`src/rtl/eye_pkg.sv`:
```
// Shared widths, opcode field position and fetch FSM state type
// for the instruction fetch unit.
package eye_pkg;

    localparam int unsigned OPCODE_W   = 6;
    localparam int unsigned INST_W     = 24;
    localparam int unsigned PC_W       = 8;
    localparam int unsigned OPCODE_LSB = 18;
    localparam int unsigned ENTRY_W    = PC_W + INST_W;

    localparam logic [OPCODE_W-1:0] OP_NOP = 6'b000000;

    typedef enum logic [1:0] {
        StIdle,
        StReq,
        StDrop
    } fetch_state_e;

endpackage

```
`src/rtl/inst_fifo.sv`:
```
// Two-entry FIFO with synchronous flush; flush beats push/pop,
// and a pop from an empty FIFO is ignored.
module inst_fifo #(
    parameter int unsigned Width = 32
) (
    input  logic             clk,
    input  logic             rst_n,
    input  logic             flush_i,
    input  logic             push_i,
    input  logic             pop_i,
    input  logic [Width-1:0] wdata_i,
    output logic [Width-1:0] rdata_o,
    output logic [1:0]       count_o
);

    logic [Width-1:0] mem_q [2];
    logic [Width-1:0] mem_d [2];
    logic             rd_ptr_q, rd_ptr_d;
    logic             wr_ptr_q, wr_ptr_d;
    logic [1:0]       count_q, count_d;
    logic             do_push, do_pop;

    always_comb begin
        mem_d    = mem_q;
        rd_ptr_d = rd_ptr_q;
        wr_ptr_d = wr_ptr_q;
        count_d  = count_q;
        do_pop   = pop_i && (count_q != 2'd0);
        // Full FIFO only takes a push if the head leaves in the same cycle
        do_push  = push_i && ((count_q != 2'd2) || do_pop);

        if (flush_i) begin
            rd_ptr_d = 1'b0;
            wr_ptr_d = 1'b0;
            count_d  = 2'd0;
        end else begin
            if (do_push) begin
                mem_d[wr_ptr_q] = wdata_i;
                wr_ptr_d        = ~wr_ptr_q;
            end
            if (do_pop) begin
                rd_ptr_d = ~rd_ptr_q;
            end
            unique case ({do_push, do_pop})
                2'b10:   count_d = count_q + 2'd1;
                2'b01:   count_d = count_q - 2'd1;
                default: count_d = count_q;
            endcase
        end
    end

    always_ff @(posedge clk or negedge rst_n) begin
        if (!rst_n) begin
            mem_q    <= '{default: '0};
            rd_ptr_q <= 1'b0;
            wr_ptr_q <= 1'b0;
            count_q  <= 2'd0;
        end else begin
            mem_q    <= mem_d;
            rd_ptr_q <= rd_ptr_d;
            wr_ptr_q <= wr_ptr_d;
            count_q  <= count_d;
        end
    end

    assign rdata_o = mem_q[rd_ptr_q];
    assign count_o = count_q;

endmodule

```
`src/rtl/inst_fetch.sv`:
```
// Instruction fetch unit: single-outstanding memory requester feeding a
// two-entry {pc, word} buffer, with redirect flush and drop of stale data.
module inst_fetch
    import eye_pkg::*;
(
    input  logic                clk,
    input  logic                rst_n,
    input  logic                fetch_en,
    input  logic                redirect,
    input  logic [PC_W-1:0]     redirect_pc,
    output logic                imem_req,
    output logic [PC_W-1:0]     imem_addr,
    input  logic                imem_ack,
    input  logic [INST_W-1:0]   imem_rdata,
    output logic                inst_valid,
    input  logic                inst_ready,
    output logic [INST_W-1:0]   inst_word,
    output logic [OPCODE_W-1:0] opcode,
    output logic [PC_W-1:0]     inst_pc
);

    fetch_state_e       state_q, state_d;
    logic [PC_W-1:0]    pc_q, pc_d;
    logic [PC_W-1:0]    addr_q, addr_d;
    logic [PC_W-1:0]    pc_inc;
    logic [2:0]         post_cnt;
    logic               push, pop;
    logic [1:0]         count;
    logic [ENTRY_W-1:0] head;
    logic [INST_W-1:0]  head_word;

    assign pop = inst_valid && inst_ready && !redirect;

    always_comb begin
        state_d  = state_q;
        pc_d     = pc_q;
        addr_d   = addr_q;
        push     = 1'b0;
        pc_inc   = pc_q + PC_W'(1);
        post_cnt = {1'b0, count} + 3'd1 - {2'b00, pop};

        unique case (state_q)
            StIdle: begin
                if (redirect) begin
                    pc_d = redirect_pc;
                    if (fetch_en) begin
                        state_d = StReq;
                        addr_d  = redirect_pc;
                    end
                end else if (fetch_en && (count < 2'd2)) begin
                    state_d = StReq;
                    addr_d  = pc_q;
                end
            end
            StReq: begin
                if (redirect) begin
                    pc_d = redirect_pc;
                    if (!imem_ack) begin
                        state_d = StDrop;
                    end else if (fetch_en) begin
                        addr_d = redirect_pc;
                    end else begin
                        state_d = StIdle;
                    end
                end else if (imem_ack) begin
                    push = 1'b1;
                    pc_d = pc_inc;
                    if (fetch_en && (post_cnt < 3'd2)) begin
                        addr_d = pc_inc;
                    end else begin
                        state_d = StIdle;
                    end
                end
            end
            StDrop: begin
                // addr_q stays on the stale request until its ack arrives
                if (redirect) begin
                    pc_d = redirect_pc;
                end
                if (imem_ack) begin
                    if (fetch_en && (redirect || (count < 2'd2))) begin
                        state_d = StReq;
                        addr_d  = pc_d;
                    end else begin
                        state_d = StIdle;
                    end
                end
            end
            default: state_d = StIdle;
        endcase
    end

    always_ff @(posedge clk or negedge rst_n) begin
        if (!rst_n) begin
            state_q <= StIdle;
            pc_q    <= '0;
            addr_q  <= '0;
        end else begin
            state_q <= state_d;
            pc_q    <= pc_d;
            addr_q  <= addr_d;
        end
    end

    inst_fifo #(
        .Width (ENTRY_W)
    ) u_fifo (
        .clk     (clk),
        .rst_n   (rst_n),
        .flush_i (redirect),
        .push_i  (push),
        .pop_i   (pop),
        .wdata_i ({addr_q, imem_rdata}),
        .rdata_o (head),
        .count_o (count)
    );

    assign imem_req   = (state_q != StIdle);
    assign imem_addr  = imem_req ? addr_q : '0;
    assign inst_valid = (count != 2'd0);
    assign head_word  = head[INST_W-1:0];
    assign inst_word  = inst_valid ? head_word : '0;
    assign inst_pc    = inst_valid ? head[ENTRY_W-1:INST_W] : '0;
    assign opcode     = inst_valid ? head_word[OPCODE_LSB +: OPCODE_W] : OP_NOP;

endmodule
```
`config.mk`:
```
export PLATFORM = sky130hd
export DESIGN_NAME = inst_fetch
export DESIGN_NICKNAME = d
export VERILOG_FILES = /design/src/rtl/eye_pkg.sv /design/src/rtl/inst_fifo.sv /design/src/rtl/inst_fetch.sv
export SDC_FILE = /design/constraint.sdc
export NUM_CORES = 1
export LEC_CHECK = 0
export BUFFER_PORTS_ARGS = -buffer_cell sky130_fd_sc_hd__buf_4
export CORE_ASPECT_RATIO = 0.75
export CORE_UTILIZATION = 40
export CTS_CLUSTER_DIAMETER = 100
export DETAILED_ROUTE_END_ITERATION = 7
export GPL_TIMING_DRIVEN = 0
export PLACE_DENSITY = 0.62
export SYNTH_ARGS = -nofsm -noshare
export SYNTH_HDL_FRONTEND = slang
export SYNTH_SLANG_ARGS = --single-unit
```
`constraint.sdc`:
```
create_clock -name clk -period 5.2 [get_ports clk]
set_input_delay 0.52 -clock clk [delete_from_list [all_inputs] [get_ports clk]]
set_output_delay 0.52 -clock clk [all_outputs]
set_load 0.005 [all_outputs]
```
# ---- Word-level counts from Yosys, hierarchy flattened
# Index checks and enable logic that the tools add are counted.
dict set report word_totals {
  ff_bits 86
  wordCells 105
  output_inout_bits 48
}
dict set report classes {
  magnitude_cmp 5
  eq_ne 14
  n_reduce_logical 24
  bitwise 5
  add_sub_neg 5
  mux 44
}
# cell count
set op_table {}
lappend op_table {{two-way mux 32 bit} 4}
lappend op_table {{two-way mux 8 bit} 14}
lappend op_table {{bitwise mux 64 bit} 1}
lappend op_table {{demux 32 bit (select 1 bit)} 1}
lappend op_table {{two-way mux 24 bit} 1}
lappend op_table {{case mux 8 bit (3 select lines)} 1}
lappend op_table {{two-way mux 2 bit} 10}
lappend op_table {{case mux 8 bit (2 select lines)} 1}
lappend op_table {{inequality test 3 bit (second input constant)} 5}
lappend op_table {{AND reduction 6 bit} 2}
lappend op_table {{nonzero test 2 bit} 5}
lappend op_table {{adder 8 x 1 -> 8 bit (second input constant)} 1}
lappend op_table {{logical AND 1 bit} 8}
lappend op_table {{two-way mux 1 bit} 8}
lappend op_table {{inequality test 2 bit (second input constant)} 4}
lappend op_table {{two-way mux 6 bit} 1}
lappend op_table {{case mux 2 bit (3 select lines)} 1}
lappend op_table {{nonzero test 3 bit} 2}
lappend op_table {{equality test 2 x 1 -> 1 bit (second input constant)} 2}
lappend op_table {{equality test 2 bit (second input constant)} 2}
lappend op_table {{greater-or-equal comparator 2 bit (second input constant)} 2}
lappend op_table {{inequality test 4 bit (second input constant)} 1}
lappend op_table {{inverter 1 -> 2 bit} 2}
lappend op_table {{case mux 2 bit (2 select lines)} 1}
lappend op_table {{other kinds (13)} 17}

# ---- Logic depth before layout (Yosys ltp)
dict set report logic_depth {
  depth_word 10
  depth_mapped 9
}

# ---- Cells and area by module
# Synthesis repeated with hierarchy kept, for this count alone.
dict set report unflattened {
  cells_unflattened 447
  area_unflattened_um2 5074.9
}
# module area_per_inst_um2 n_inst cells_per_inst
set by_module_without_submodules {}
lappend by_module_without_submodules {inst_fifo 3125.5 1 196}
lappend by_module_without_submodules {inst_fetch 1949.4 1 251}

# ---- Worst setup path before layout
# OpenSTA, ideal clock, no wires.
dict set report synth_timing {
  path_kind {register to register}
  from {register state_q[1]}
  to {register u_fifo.mem_q[55] (netlist name)}
  arrival_time_ps 1755
  synth_period_minus_slack_ps 1881
  slack_ps 3319
  stages_incl_launch_ff 9
  path_buffers 2
  required_ps 5075
  path_cell_list {dfrtp_1 inv_1 ha_1 nor2b_4 o211a_1 nor2b_4 buf_6 buf_6 mux2_4}
}
dict set report synth_via {
  elab_chain_len 4
}
# element line_no
set synth_rtl {}
lappend synth_rtl {{start, declared} inst_fetch.sv:22} ;# fetch_state_e state_q, state_d;
lappend synth_rtl {{start signal, assigned} inst_fetch.sv:95} ;# state_q <= StIdle;
lappend synth_rtl {{start signal, assigned} inst_fetch.sv:99} ;# state_q <= state_d;
lappend synth_rtl {{equality test 2 x 1 -> 1 bit} inst_fetch.sv:42} ;# unique case (state_q)
lappend synth_rtl {{two-way mux 1 bit} inst_fetch.sv:42}
lappend synth_rtl {{logical AND 1 bit} inst_fifo.sv:30} ;# do_push = push_i && ((count_q != 2'd2) || do_pop);
lappend synth_rtl {{AND reduction 2 bit (no source line)} n/a}
lappend synth_rtl {{end signal, assigned} inst_fifo.sv:59} ;# mem_q <= mem_d;
lappend synth_rtl {{end, declared} inst_fifo.sv:16} ;# logic [Width-1:0] mem_q [2];
# Every way passes these cells.
# A chain may end at the register's enable or synchronous reset.

# ---- Worst setup path in the final report
dict set report layout_timing {
  from {register u_fifo.count_q[0], in the netlist u_fifo.count_o[0]}
  to {output port opcode[3]}
}
dict set report layout_via {
  elab_chain_len 2
}
# element line_no
set layout_rtl {}
lappend layout_rtl {{start, declared} inst_fifo.sv:20} ;# logic [1:0] count_q, count_d;
lappend layout_rtl {{start signal, assigned} inst_fifo.sv:62} ;# count_q <= count_d;
lappend layout_rtl {{nonzero test 2 bit} inst_fetch.sv:120} ;# assign inst_valid = (count != 2'd0);
lappend layout_rtl {{two-way mux 6 bit} inst_fetch.sv:124} ;# assign opcode = inst_valid ? head_word[OPCODE_LSB +: OPCODE_W] : OP_NOP;
lappend layout_rtl {{end, declared} inst_fetch.sv:18} ;# output logic [OPCODE_W-1:0] opcode,
# Every way passes these cells.

==> results by group <==
Floorplan
  • Starting Density: 42.00%
  • Die Area: around 13,000 µm²
  • Die width: approximately 130 µm
  • Core footprint: 11,870 µm²
  • # IOs: 86
  • Chip Height: a little under 100 µm
  • Cell Rows: 34

Cells and area
  • Layout cells sized above 1: 38.14%
  • Area grow syn2layout: 23.87%
  • Final core occ: ~52%
  • Commonest non-fill, non-tap cell in the layout: buf_4
  • Most frequent cells in the layout: buf_4, dfrtp_1, nor2_1
  • Fill cells: 1,074
  • Diodes inserted: 0
  • Nets: between 500 and 600

Route
  • Drt total wl: 12,810 µm
  • WL per Instance: 18.05 µm
  • DRC: 0
  • Post-DRT Antenna Nets: 0
  • Vias per cell: roughly 5.5
  • First-pass DRT Iterations: 6
  • Iteration-0 DRC Markers: roughly 200
  • Via count: 3,891

Critical path
  • Required @ worst endpoint: 4.68 ns
  • Worst-path maximum fanout: 10
  • Endpoint class of the critical path: output pin
  • Critical path class: reg2out
  • CP arrival: approximately 2 ns
  • Crit start category: register
  • Worst R2R Setup Slack: 2.91 ns

Clocking
  • Hold_buf cts: 0
  • Clk slew on worst S/H paths: around 0.060 ns
  • Clock Latency Late Sink: about 0.33 ns
  • Root buffer cell: clkbuf_16
  • Number of clock sinks: 86
  • Clock buffer depth: 2
  • Num CTS Buffers: 9
  • CTS tree: yes
  • H-Tree Depth: 3
  • Post-CTS Resized: 0
  • Setup Buffers After CTS: 0

STA
  • Sum Neg Setup Slack: 0 ns
  • Worst-Margin Slew: 1.101 ns
  • Pins Over Slew Limit: 0
  • Post-Route Skew: between 0.006 and 0.007 ns
  • Final min period: roughly 2.6 ns
  • Slew HR: 26.62%
  • Final setup viols: 0
  • Max Fclk: 389.4 MHz
  • Final Cycle Share: about 50%
  • Fin. Hold Viols: 0
  • RSZ-0062 raised after global routing: false

Yosys
  • Adder-cell share of the synthesized area: roughly 1.3%
  • Top area cells in the synthesized netlist: dfrtp_1, mux2_4, mux2_2
  • Synth Area in Simple Gates: between 10 and 15%
  • Mapped Nets: just under 500
  • EDFF count, synth: 0
  • Top-area cell type share of the netlist area: a little over two fifths
  • FFs w/ async S/R, synth: 100.0%
  • Cell taking the most area after synthesis: dfrtp_1
  • Synthesized area per cell: between 10 and 15 µm²
  • Mux share of post-synthesis cell area: 25.78%
  • Largest family of logic cells by synthesized area: multiplexers
  • Register area share after synthesis: a little over two fifths
  • Post-Syn Instances: approximately 450
  • Netlist Area Pre-Place: 4985 µm²
  • Top_reg_cell synth: dfrtp_1
  • Yosys warnings: 0
  • Distinct cell type count after synthesis: 59
  • Post-Synth XOR/XNOR Area: 0.5271%
  • Register bit total from synthesis: between 80 and 90
  • Compound-Gate Fraction of Synth Area: between 10% and 20%

Global routing
  • Initial antenna violation count: 0
  • Gr usage total: a little over a fifth
  • Grt total ovfl: 0
  • First-pass GRT wire length: between 20,000 and 25,000 µm
  • Pin count of the biggest net entering global routing: 87
  • Number of global-route vias before repair: slightly below 4,000

Power and ir drop
  • Clock power share: a little over a fifth
  • PwrDens: between 500 and 600 nW/µm²
  • Sequential Power Share: between 30% and 40%
  • P_sw: 1.261 mW
  • Pint: 2.281 mW
  • Peak VDD IR: roughly 0.25 mV
  • Sw Share: around 36%
  • LEAKAGE: about 2.8 nW
  • Gate power share: approximately 46%

Worst hold path
  • Worst Hold Class: in2async

Place
  • # port buffers: 85
  • DPL Wire Length: 9369 µm
  • Placer Congestion: approximately 0.87

Status
  • Status: finished clean

Flow run
  • Max Cap Viol: 0
## stage by stage
stage	power (mW)	setup slack [ns]	hold slack (ns)	cell area (µm²)	instances
after floorplan	2.279	3.319	0.2244	4985	447
after global placement	2.732	2.975	0.4630	5826	694
after detailed placement	2.786	2.990	0.4943	5826	694
after CTS	3.549	2.622	0.4072	6175	710
after global routing	3.776	2.443	0.4110	6175	710
final	3.542	2.632	0.3886	6175	710
## power by group through the flow
stage                     registers (mW)  clock network, mW  logic, mW
after global routing                1.21              0.794       1.77
after floorplan                     1.12                  0       1.16
after CTS                           1.17              0.765       1.61
after detailed placement            1.18                  0       1.61
final                               1.17              0.750       1.62
after global placement              1.16                  0       1.57
## critical path, cell delays in order, from the launching register on
cell	delay (ns)
dfrtp_1	0.41
nor2_1	0.45
clkbuf_1	0.42
nor2_1	0.16
buf_4	0.16
buf_4	0.12
## Yosys cell counts, drive strengths merged (2+ instances only)
| library cell | count |
|---|---|
| a21oi | 10 |
| o31ai | 3 |
| nand3b | 3 |
| a22oi | 6 |
| nand2b | 2 |
| o2bb2ai | 2 |
| xor2 | 3 |
| inv | 10 |
| and3 | 7 |
| a221o | 4 |
| a31oi | 9 |
| a21o | 2 |
| mux2i | 38 |
| o211ai | 8 |
| nand2 | 21 |
| a311oi | 4 |
| a211oi | 2 |
| clkbuf | 11 |
| ha | 5 |
| a41oi | 2 |
| nor2 | 50 |
| nor2b | 12 |
| mux2 | 70 |
| a221oi | 5 |
| dfrtp | 86 |
| o22ai | 4 |
| o21ai | 17 |
| nand3 | 7 |
| a32oi | 2 |
| buf | 27 |
## per-layer routing
metal | share of wire [%] | routed length [µm] | global-route usage (%) | up-vias
met5 | 0 | 0 | 0 | -
li1 | - | - | - | 1816
met4 | 1.2 | 148 | 6.012 | 0
met3 | 6.3 | 811 | 4.995 | 14
met2 | 44 | 5636 | 31.38 | 135
met1 | 49 | 6217 | 30.19 | 1926
## sequential cells by signal (all words and copies together), names as in the netlist
signal and cells:
pc_q 8, u_fifo.count_o 2, state_q 2, u_fifo.mem_q 64, u_fifo.wr_ptr_q 1, u_fifo.rd_ptr_q 1, addr_q 8
## cell families after synthesis
family,after synthesis
AOI/OAI and AO/OA,90
xor gates and xnor gates,3
adders and majority gates,5
buffers and inverters,48
DFF,86
muxes,108
and+or+nand+nor,107
## worst paths after layout
kind                                                from                            to  cells after the start
hold / removal                                     rst_n   u_fifo.mem_q[8]$_DFFE_PN0P_                      1
hold reg to reg             u_fifo.mem_q[26]$_DFFE_PN0P_  u_fifo.mem_q[26]$_DFFE_PN0P_                      2
max in group asynchronous                          rst_n  u_fifo.mem_q[56]$_DFFE_PN0P_                      1
setup / recovery           u_fifo.count_o[0]$_DFFE_PN0P_                     opcode[3]                      5
min in group clk                           imem_rdata[5]  u_fifo.mem_q[37]$_DFFE_PN0P_                      2
setup reg to reg                  state_q[0]$_DFFE_PN0P_         addr_q[2]$_DFFE_PN0P_                      7
## cell type report
class | count | area (µm²) | share of cell area [%]
Buffer | 38 | 244.0 | 3.951
Clock buffer | 11 | 242.7 | 3.931
Sequential cell | 86 | 2152 | 34.85
Timing Repair Buffer | 85 | 638.1 | 10.33
Tap cell | 162 | 202.7 | 3.283
Inverter | 10 | 37.54 | 0.6079
Multi-Input combinational cell | 313 | 2551 | 41.32
Clock inverter | 5 | 106.4 | 1.722
Note: power is estimated with default switching activity, not from simulation.
